<file path="src/rtl/if_fetch_queue.sv">
`default_nettype none
// ============================================================================
// Module   : if_fetch_queue
// Brief    : IF response FIFO with multi-outstanding PC tracker and counted
//            cancellation of responses belonging to flushed requests.
// Revision : 1.0
// ============================================================================
module if_fetch_queue #(
  parameter int DEPTH           = 4,
  parameter int MAX_OUTSTANDING = 4,
  parameter int FETCH_W         = 2,
  parameter int PC_W            = 32,
  parameter int INST_W          = 32
) (
  input  logic                                 clk,
  input  logic                                 rst,
  input  logic                                 req_valid_i,
  input  logic [PC_W-1:0]                      req_pc_i,
  output logic                                 req_ready_o,
  input  logic                                 resp_data_ok_i,
  input  logic [FETCH_W*INST_W-1:0]            resp_rdata_i,
  input  logic                                 resp_excp_i,
  input  logic                                 flush_i,
  input  logic                                 next_allowin_i,
  output logic                                 out_valid_o,
  output logic [PC_W-1:0]                      out_pc_o,
  output logic [FETCH_W*INST_W-1:0]            out_inst_o,
  output logic [FETCH_W-1:0]                   out_mask_o,
  output logic                                 out_excp_o,
  output logic [$clog2(MAX_OUTSTANDING):0]     inflight_cnt_o,
  output logic [$clog2(MAX_OUTSTANDING):0]     cancel_cnt_o
);

  localparam int c_PTR_W  = $clog2(DEPTH);
  localparam int c_TRK_W  = $clog2(MAX_OUTSTANDING);
  localparam int c_CNT_W  = $clog2(MAX_OUTSTANDING) + 1;
  localparam int c_DATA_W = FETCH_W * INST_W;

  logic [PC_W-1:0]     r_fifo_pc   [DEPTH];
  logic [c_DATA_W-1:0] r_fifo_inst [DEPTH];
  logic                r_fifo_excp [DEPTH];
  logic [FETCH_W-1:0]  r_fifo_mask [DEPTH];
  logic [c_PTR_W:0]    r_fifo_wr;
  logic [c_PTR_W:0]    r_fifo_rd;

  logic [PC_W-1:0]     r_trk_pc [MAX_OUTSTANDING];
  logic [c_TRK_W:0]    r_trk_wr;
  logic [c_TRK_W:0]    r_trk_rd;

  logic [c_CNT_W-1:0]  r_inflight;
  logic [c_CNT_W-1:0]  r_cancel;

  logic [c_PTR_W:0]    w_fifo_count;
  logic                w_fifo_empty;
  logic                w_accept;
  logic                w_resp_drop;
  logic                w_resp_take;
  logic                w_push;
  logic                w_pop;
  logic [PC_W-1:0]     w_trk_head_pc;
  logic [FETCH_W-1:0]  w_mask;

  assign w_fifo_count  = r_fifo_wr - r_fifo_rd;
  assign w_fifo_empty  = (r_fifo_wr == r_fifo_rd);
  assign w_trk_head_pc = r_trk_pc[r_trk_rd[c_TRK_W-1:0]];

  // Credit check reserves a FIFO slot per in-flight request, so pushes never stall.
  assign req_ready_o = !rst && !flush_i
                    && ((32'(r_inflight) + 32'(r_cancel)) < 32'(MAX_OUTSTANDING))
                    && ((32'(r_inflight) + 32'(w_fifo_count)) < 32'(DEPTH));

  assign w_accept    = req_valid_i && req_ready_o;
  assign w_resp_drop = resp_data_ok_i && (r_cancel != '0);
  assign w_resp_take = resp_data_ok_i && (r_cancel == '0) && (r_inflight != '0);
  assign w_push      = w_resp_take && !flush_i;
  assign w_pop       = out_valid_o && next_allowin_i && !flush_i;

  generate
    if (FETCH_W == 1) begin : g_mask_single
      assign w_mask = 1'b1;
    end else begin : g_mask_multi
      localparam int c_OFF_W = $clog2(FETCH_W);
      logic [c_OFF_W-1:0] w_off;
      assign w_off = w_trk_head_pc[c_OFF_W+1:2];
      for (genvar k = 0; k < FETCH_W; k++) begin : g_lane
        assign w_mask[k] = resp_excp_i ? (c_OFF_W'(k) == w_off)
                                       : (c_OFF_W'(k) >= w_off);
      end
    end
  endgenerate

  always_ff @(posedge clk) begin
    if (w_accept) begin
      r_trk_pc[r_trk_wr[c_TRK_W-1:0]] <= req_pc_i;
    end
    if (w_push) begin
      r_fifo_pc  [r_fifo_wr[c_PTR_W-1:0]] <= w_trk_head_pc;
      r_fifo_inst[r_fifo_wr[c_PTR_W-1:0]] <= resp_rdata_i;
      r_fifo_excp[r_fifo_wr[c_PTR_W-1:0]] <= resp_excp_i;
      r_fifo_mask[r_fifo_wr[c_PTR_W-1:0]] <= w_mask;
    end
  end

  always_ff @(posedge clk) begin
    if (rst) begin
      r_fifo_wr  <= '0;
      r_fifo_rd  <= '0;
      r_trk_wr   <= '0;
      r_trk_rd   <= '0;
      r_inflight <= '0;
      r_cancel   <= '0;
    end else if (flush_i) begin
      // Everything still in flight becomes a pending discard; a response
      // landing in this same cycle consumes one of those discards.
      r_fifo_wr  <= '0;
      r_fifo_rd  <= '0;
      r_trk_wr   <= '0;
      r_trk_rd   <= '0;
      r_inflight <= '0;
      r_cancel   <= r_cancel + r_inflight - c_CNT_W'(resp_data_ok_i);
    end else begin
      if (w_accept)    r_trk_wr  <= r_trk_wr + 1'b1;
      if (w_resp_take) r_trk_rd  <= r_trk_rd + 1'b1;
      if (w_push)      r_fifo_wr <= r_fifo_wr + 1'b1;
      if (w_pop)       r_fifo_rd <= r_fifo_rd + 1'b1;
      r_inflight <= r_inflight + c_CNT_W'(w_accept) - c_CNT_W'(w_resp_take);
      r_cancel   <= r_cancel - c_CNT_W'(w_resp_drop);
    end
  end

  // Entry storage is not reset, so the head is gated to zero when empty.
  assign out_valid_o    = !w_fifo_empty;
  assign out_pc_o       = out_valid_o ? r_fifo_pc  [r_fifo_rd[c_PTR_W-1:0]] : '0;
  assign out_inst_o     = out_valid_o ? r_fifo_inst[r_fifo_rd[c_PTR_W-1:0]] : '0;
  assign out_mask_o     = out_valid_o ? r_fifo_mask[r_fifo_rd[c_PTR_W-1:0]] : '0;
  assign out_excp_o     = out_valid_o && r_fifo_excp[r_fifo_rd[c_PTR_W-1:0]];
  assign inflight_cnt_o = r_inflight;
  assign cancel_cnt_o   = r_cancel;

endmodule
`default_nettype wire

</file>
<file path="config.mk">
export PLATFORM = sky130hd
export DESIGN_NAME = if_fetch_queue
export DESIGN_NICKNAME = d
export VERILOG_FILES = /design/src/rtl/if_fetch_queue.sv
export SDC_FILE = /design/constraint.sdc
export NUM_CORES = 1
export LEC_CHECK = 0
export CAP_MARGIN = 20
export CORE_MARGIN = 1.5
export CORE_UTILIZATION = 40
export CTS_BUF_LIST = sky130_fd_sc_hd__clkbuf_16
export DETAILED_ROUTE_END_ITERATION = 8
export GPL_TIMING_DRIVEN = 0
export HOLD_SLACK_MARGIN = 0.06
export SLEW_MARGIN = 10
export SYNTH_ARGS = -nofsm -noshare
export SYNTH_HDL_FRONTEND = slang
export SYNTH_SLANG_ARGS = --single-unit
</file>
<file path="constraint.sdc">
create_clock -name clk -period 3.7 [get_ports clk]
set_input_delay 0.74 -clock clk [delete_from_list [all_inputs] [get_ports clk]]
set_output_delay 0.74 -clock clk [all_outputs]
set_load 0.1 [all_outputs]
</file>
Yosys cells after proc, flatten, opt, wreduce, memory -nomap -nowiden:

Memory sizes are Yosys's and may differ from the RTL's. A register that Yosys moved wholly into a read port is not among the register bits.
Index checks and enable logic that the tools add are counted.

* output and inout bits: 107
* word-level logic and storage cells: 67
* RAM bits: 524
* memories kept: 5
* register bits after elaboration: 18
* input port bits: 103

* reductions and logical operators: 18
* bitwise gates (word level): 1
* muxes and demuxes: 20
* order comparisons: 4
* equality and inequality tests: 1
* $add $sub $neg: 12

Memories
* r_fifo_inst: depth 4, width 64, rd ports 1, clocked after memory_dff 1, write ports 1, RTL line 40 `logic [c_DATA_W-1:0] r_fifo_inst [DEPTH];`
* r_fifo_pc: depth 4, width 32, rd ports 1, clocked after memory_dff 1, write ports 1, RTL line 39 `logic [PC_W-1:0] r_fifo_pc [DEPTH];`
* r_trk_pc: depth 4, width 32, rd ports 1, clocked after memory_dff 1, write ports 1, RTL line 46 `logic [PC_W-1:0] r_trk_pc [MAX_OUTSTANDING];`
* r_fifo_mask: depth 4, width 2, rd ports 1, clocked after memory_dff 1, write ports 1, RTL line 42 `logic [FETCH_W-1:0] r_fifo_mask [DEPTH];`
* r_fifo_excp: depth 4, width 1, rd ports 1, clocked after memory_dff 1, write ports 1, RTL line 41 `logic r_fifo_excp [DEPTH];`

Operator list (number)
* 2-to-1 mux 64 bit: 1
* 2-to-1 mux 32 bit: 1
* 2-to-1 mux 2 bit: 11
* adder 3 x 1 -> 3 bit (second input constant): 4
* logical AND 1 bit: 11
* subtractor 3 x 1 -> 3 bit: 3
* adder 3 x 3 -> 4 bit: 2
* less-than comparator 4 x 3 -> 1 bit (second input constant): 2
* 2-to-1 mux 1 bit: 6
* nonzero test 3 bit: 2
* adder 3 x 1 -> 3 bit: 1
* adder 3 bit: 1
* == test 3 bit: 1
* zero test 1 bit: 3
* zero test 3 bit: 1
* 2-to-1 mux 3 bit: 1
* subtractor 3 bit: 1
* greater-or-equal comparator 1 bit (first input constant): 2
* OR reduction 2 bit: 1
* inverter 1 bit: 1

Longest topological paths before layout:

* depth after elaboration: 7
* gate-level depth with buffers: 18
* depth with buffers taken out: 18

Worst setup path before layout:

OpenSTA, ideal clock, no wires.

* path type: flip-flop to flip-flop
* from: register r_inflight[1], in the netlist inflight_cnt_o[1]
* to: memory r_fifo_excp[0], enable pin
* clock period less this slack: 4.486 ns
* setup slack: -0.786 ns
* stages on the path, launching flop included: 5
* path buffers: 0
* arrival time: 4.017 ns
* cells stage by stage: dfxtp_1 or3_1 nand3_1 nor2_1 and2_1

* longest elaborated chain between the ends: 5

RTL lines
* start, declared: RTL line 50 `logic [c_CNT_W-1:0] r_inflight;`
* start signal, assigned: RTL line 126 `r_inflight <= r_inflight + c_CNT_W'(w_accept) - c_CNT_W'(w_resp_take);`
* nonzero test 3 bit: RTL line 74 `assign w_resp_take = resp_data_ok_i && (r_cancel == '0) && (r_inflight != '0);`
* logical AND 1 bit: RTL line 74
* logical AND 1 bit: RTL line 75 `assign w_push = w_resp_take && !flush_i;`
* 2-to-1 mux 1 bit: RTL line 96 `if (w_push) begin`
* 2-to-1 mux 1 bit (not written as such): RTL line 99 `r_fifo_excp[r_fifo_wr[c_PTR_W-1:0]] <= resp_excp_i;`
* end, declared: RTL line 41

Every way passes these cells.

==> flow_summary.yaml <==
clock_tree:
  numCtsBuffers: 55
  clk_pin_slew_ns: 0.06
  clock_path_buffers: 3
  clockRootBuffer: "clkbuf_16"
  cts_sinks: 544
  cts_htree_levels: 2
  insertion_delay_ns: 0.59
  cts_tree: "done"
yosys:
  syn_area_sq_um: 20800
  yosysSeqAreaShare: 0.777
  synth_cells: 932
  synth.avg_cell_area_sq_um: 22.3
  synthDistinctLibCells: 33
  ys_seq_elements: 544
  synth_nets: 1060
  yosys_warnings: 0
finish:
  diodes: 0
  nNetsFinal: 1340
  stdcell_count: 1936
  synthToLayoutAreaGrowth_pct: 24.0
  drive_gt1_frac: 0.294
global_route:
  grt_pass1_wl_um: 61100
  grt_max_degree: 49
  antenna_found_initial: 0
  first_global_vias: 10200
  grt_overflow: 0
  grt_usage: 0.153
worst_setup_path:
  worstPathRequired_ns: 2.96
  start_kind: "flip-flop"
  cpLargestDelayFamily: "buffers and inverters"
  critPathKind: "flip-flop to output pin"
  crit_chain: "buf_2 > clkbuf_1 > mux4_2 > and2b_1 > clkdlybuf4s15_2"
  arrival_ns: 2.80
  endpoint_kind: "output pin"
  path_buf_inv: 3
  crit_path_top_delay_cell: "clkbuf_1"
  crit_path_max_incr_delay_ns: 0.55
  crit_fanout: 10
drt:
  drt-wirelength-per-cell_um: 20.7
  wirelength_um: 40000
  wl_met2_um: 19900
  route.detailed.drc: 0
  wl_met1_um: 17500
  dr.pass1.iters: 4
  top_layer: "met4"
  vias: 9567
  antenna_left: 0
  route.met3.wl_um: 1760
  avgViaCountPerCell: 4.94
  drtIter0Drc: 532
sta:
  worst_pin_slew_ns: 0.965
  finalSetupViolCount: 0
  finalCritPeriodShare: 0.957
  timing.hold.ws_ns: 0.520
  totalNegativeSetupSlack_ns: 0
  maxSlewHeadroom: 0.354
  rsz0062_at_grt: "false"
  maxSlewViolCount: 0
  finClkSkew_ns: 0.0154
  max_freq_mhz: 282
  hold_violations: 0
  fin_crit_ns: 3.54
  setup_slack_ns: 0.158
floorplanning:
  dieArea_sq_um: 53300
  io_pins: 210
  die_w_um: 231
  die_h_um: 231
  num_rows: 83
  coreArea_sq_um: 51300
  start_util: 0.405
placed_design:
  port_buffers: 208
  gp_congestion: 0.694
  place_inst: 1832
  dpl.hpwl_um: 25400
  place_ws_ns: -0.345
pwr:
  peakVddDrop_v: 0.000317
  power.density_nw_per_um2: 484
  leakage_nw: 8.26
flow_run:
  cap_violations: 0
run_status:
  status: "completed"
hold_path:
  min_path_type: "flip-flop to flip-flop"
==> area by class of cell <==
cell class                      count  area (sq um)
Inverter                           16          60.1
Clock buffer                       56          1400
Tap cell                          680           851
Timing Repair Buffer              223          2340
Fill cell                        4215         25600
Sequential cell                   544         16100
Multi-Input combinational cell    331          4410
Clock inverter                     45           310
Buffer                             41           224
==> repair_timing <==
item	4_1_cts	5_1_grt
resized for setup	348	67
hold buffers	0	0
pin swaps	1	1
endpoints found under the setup margin	102	49
buffers inserted	3	0
gates cloned	0	0
==> worst reg2reg max path, cell delays in order (launching register included) <==
cell	delay [ns]
dfxtp_2	0.33
inv_2	0.09
ha_1	0.15
inv_1	0.04
fa_1	0.37
xnor2_1	0.15
ha_1	0.23
nor4_4	0.27
nand3_2	0.15
nor2_4	0.14
nand2_1	0.07
ha_1	0.31
inv_1	0.06
ha_1	0.13
inv_1	0.05
fa_1	0.37
xor2_1	0.16
xnor2_1	0.15
nor2_1	0.05
==> sequential cells by signal (all words and copies together), names as in the netlist, 3 cells and up, named ones only <==
| name | flops |
|---|---|
| r_fifo_rd | 3 |
| inflight_cnt_o | 3 |
| r_fifo_pc | 128 |
| r_trk_pc | 128 |
| r_fifo_excp | 4 |
| r_fifo_wr | 3 |
| r_fifo_mask | 8 |
| r_fifo_inst | 256 |
| cancel_cnt_o | 3 |
==> synthesized netlist by cell type <==
master | n | share of area
edfxtp_1 | 524 | 0.76
mux4_2 | 131 | 0.14
nor2b_1 | 94 | 0.028
ha_1 | 22 | 0.013
clkbuf_1 | 21 | 0.0038
dfxtp_1 | 20 | 0.019
nor2_1 | 19 | 0.0034
inv_1 | 16 | 0.0029
buf_2 | 14 | 0.0034
and2b_1 | 8 | 0.0029
xor2_1 | 8 | 0.0034
and2_1 | 6 | 0.0018
nand3_1 | 6 | 0.0014
and3_1 | 5 | 0.0015
o21ai_0 | 5 | 0.0012
xnor2_1 | 5 | 0.0021
nand2_1 | 4 | 0.00072
a21oi_1 | 3 | 0.00072
fa_1 | 3 | 0.0029
a211oi_1 | 2 | 0.00072
buf_1 | 2 | 0.00036
buf_8 | 2 | 0.0014
nand4_1 | 2 | 0.00060
buf_4 | 1 | 0.00036
buf_6 | 1 | 0.00054
mux2i_1 | 1 | 0.00048
nor2_2 | 1 | 0.00030
nor3_1 | 1 | 0.00024
nor4_1 | 1 | 0.00030
o211ai_1 | 1 | 0.00036
o21a_1 | 1 | 0.00036
or2_2 | 1 | 0.00030
or3_1 | 1 | 0.00030
==> cells by family (layout without fill, tap and decap cells) <==
family / count (synthesis) / in the layout / synth area share
adders and majority gates: 25 / 25 / 0.0162
AOI/OAI and AO/OA: 12 / 12 / 0.00338
buffers and inverters: 57 / 381 / 0.0128
and+or+nand+nor: 149 / 149 / 0.0422
xor gates and xnor gates: 13 / 13 / 0.00549
DFF: 544 / 544 / 0.777
muxes: 132 / 132 / 0.143
==> layer usage <==
metal,up-vias,global-route usage
li1,4358,-
met1,4961,0.205
met2,186,0.255
met3,62,0.0261
met4,0,0.0458
met5,-,0
==> where the power goes <==
part	leakage [nW]	switching, mW	internal (mW)
Sequential	4.87	0.0142	6.77
Clock	0.900	2.22	3.01
Combinational	2.49	0.252	0.186
==> through the flow <==
stage	cell area (sq um)	utilization	total power [mW]
2_1_floorplan	20800	-	7.13
3_3_place_gp	23700	0.462	7.34
3_5_place_dp	24000	0.468	7.35
4_1_cts	25800	0.503	12.6
5_1_grt	25700	0.502	12.9
6_report	25700	0.502	12.5
==> cells in the final DEF (no fill, tap or decap), drive strengths merged, types with 2 or more instances in the layout <==
cell type	n
inv	34
edfxtp	524
a211oi	2
xor2	8
bufinv	4
nand2	4
nor2	20
nand3	6
nor2b	94
buf	66
a21oi	3
and2	6
clkbuf	80
dfxtp	20
nand4	2
clkinv	22
mux4	131
fa	3
and2b	8
clkdlybuf4s18	8
clkdlybuf4s50	107
ha	22
o21ai	5
clkdlybuf4s15	59
xnor2	5
and3	5
==> final timing paths <==
check	slack, ns	end	start	depth (start not counted)
worst min register to register	0.52	r_trk_wr[1]	r_trk_wr[1]	2
worst max register to register	0.30	inflight_cnt_o[2]	r_fifo_wr[0]	18
worst min-delay path	0.52	r_trk_wr[1]	r_trk_wr[1]	2
worst max-delay path	0.16	out_pc_o[27]	flip-flop	5
Power figures use the tool's default switching activity.
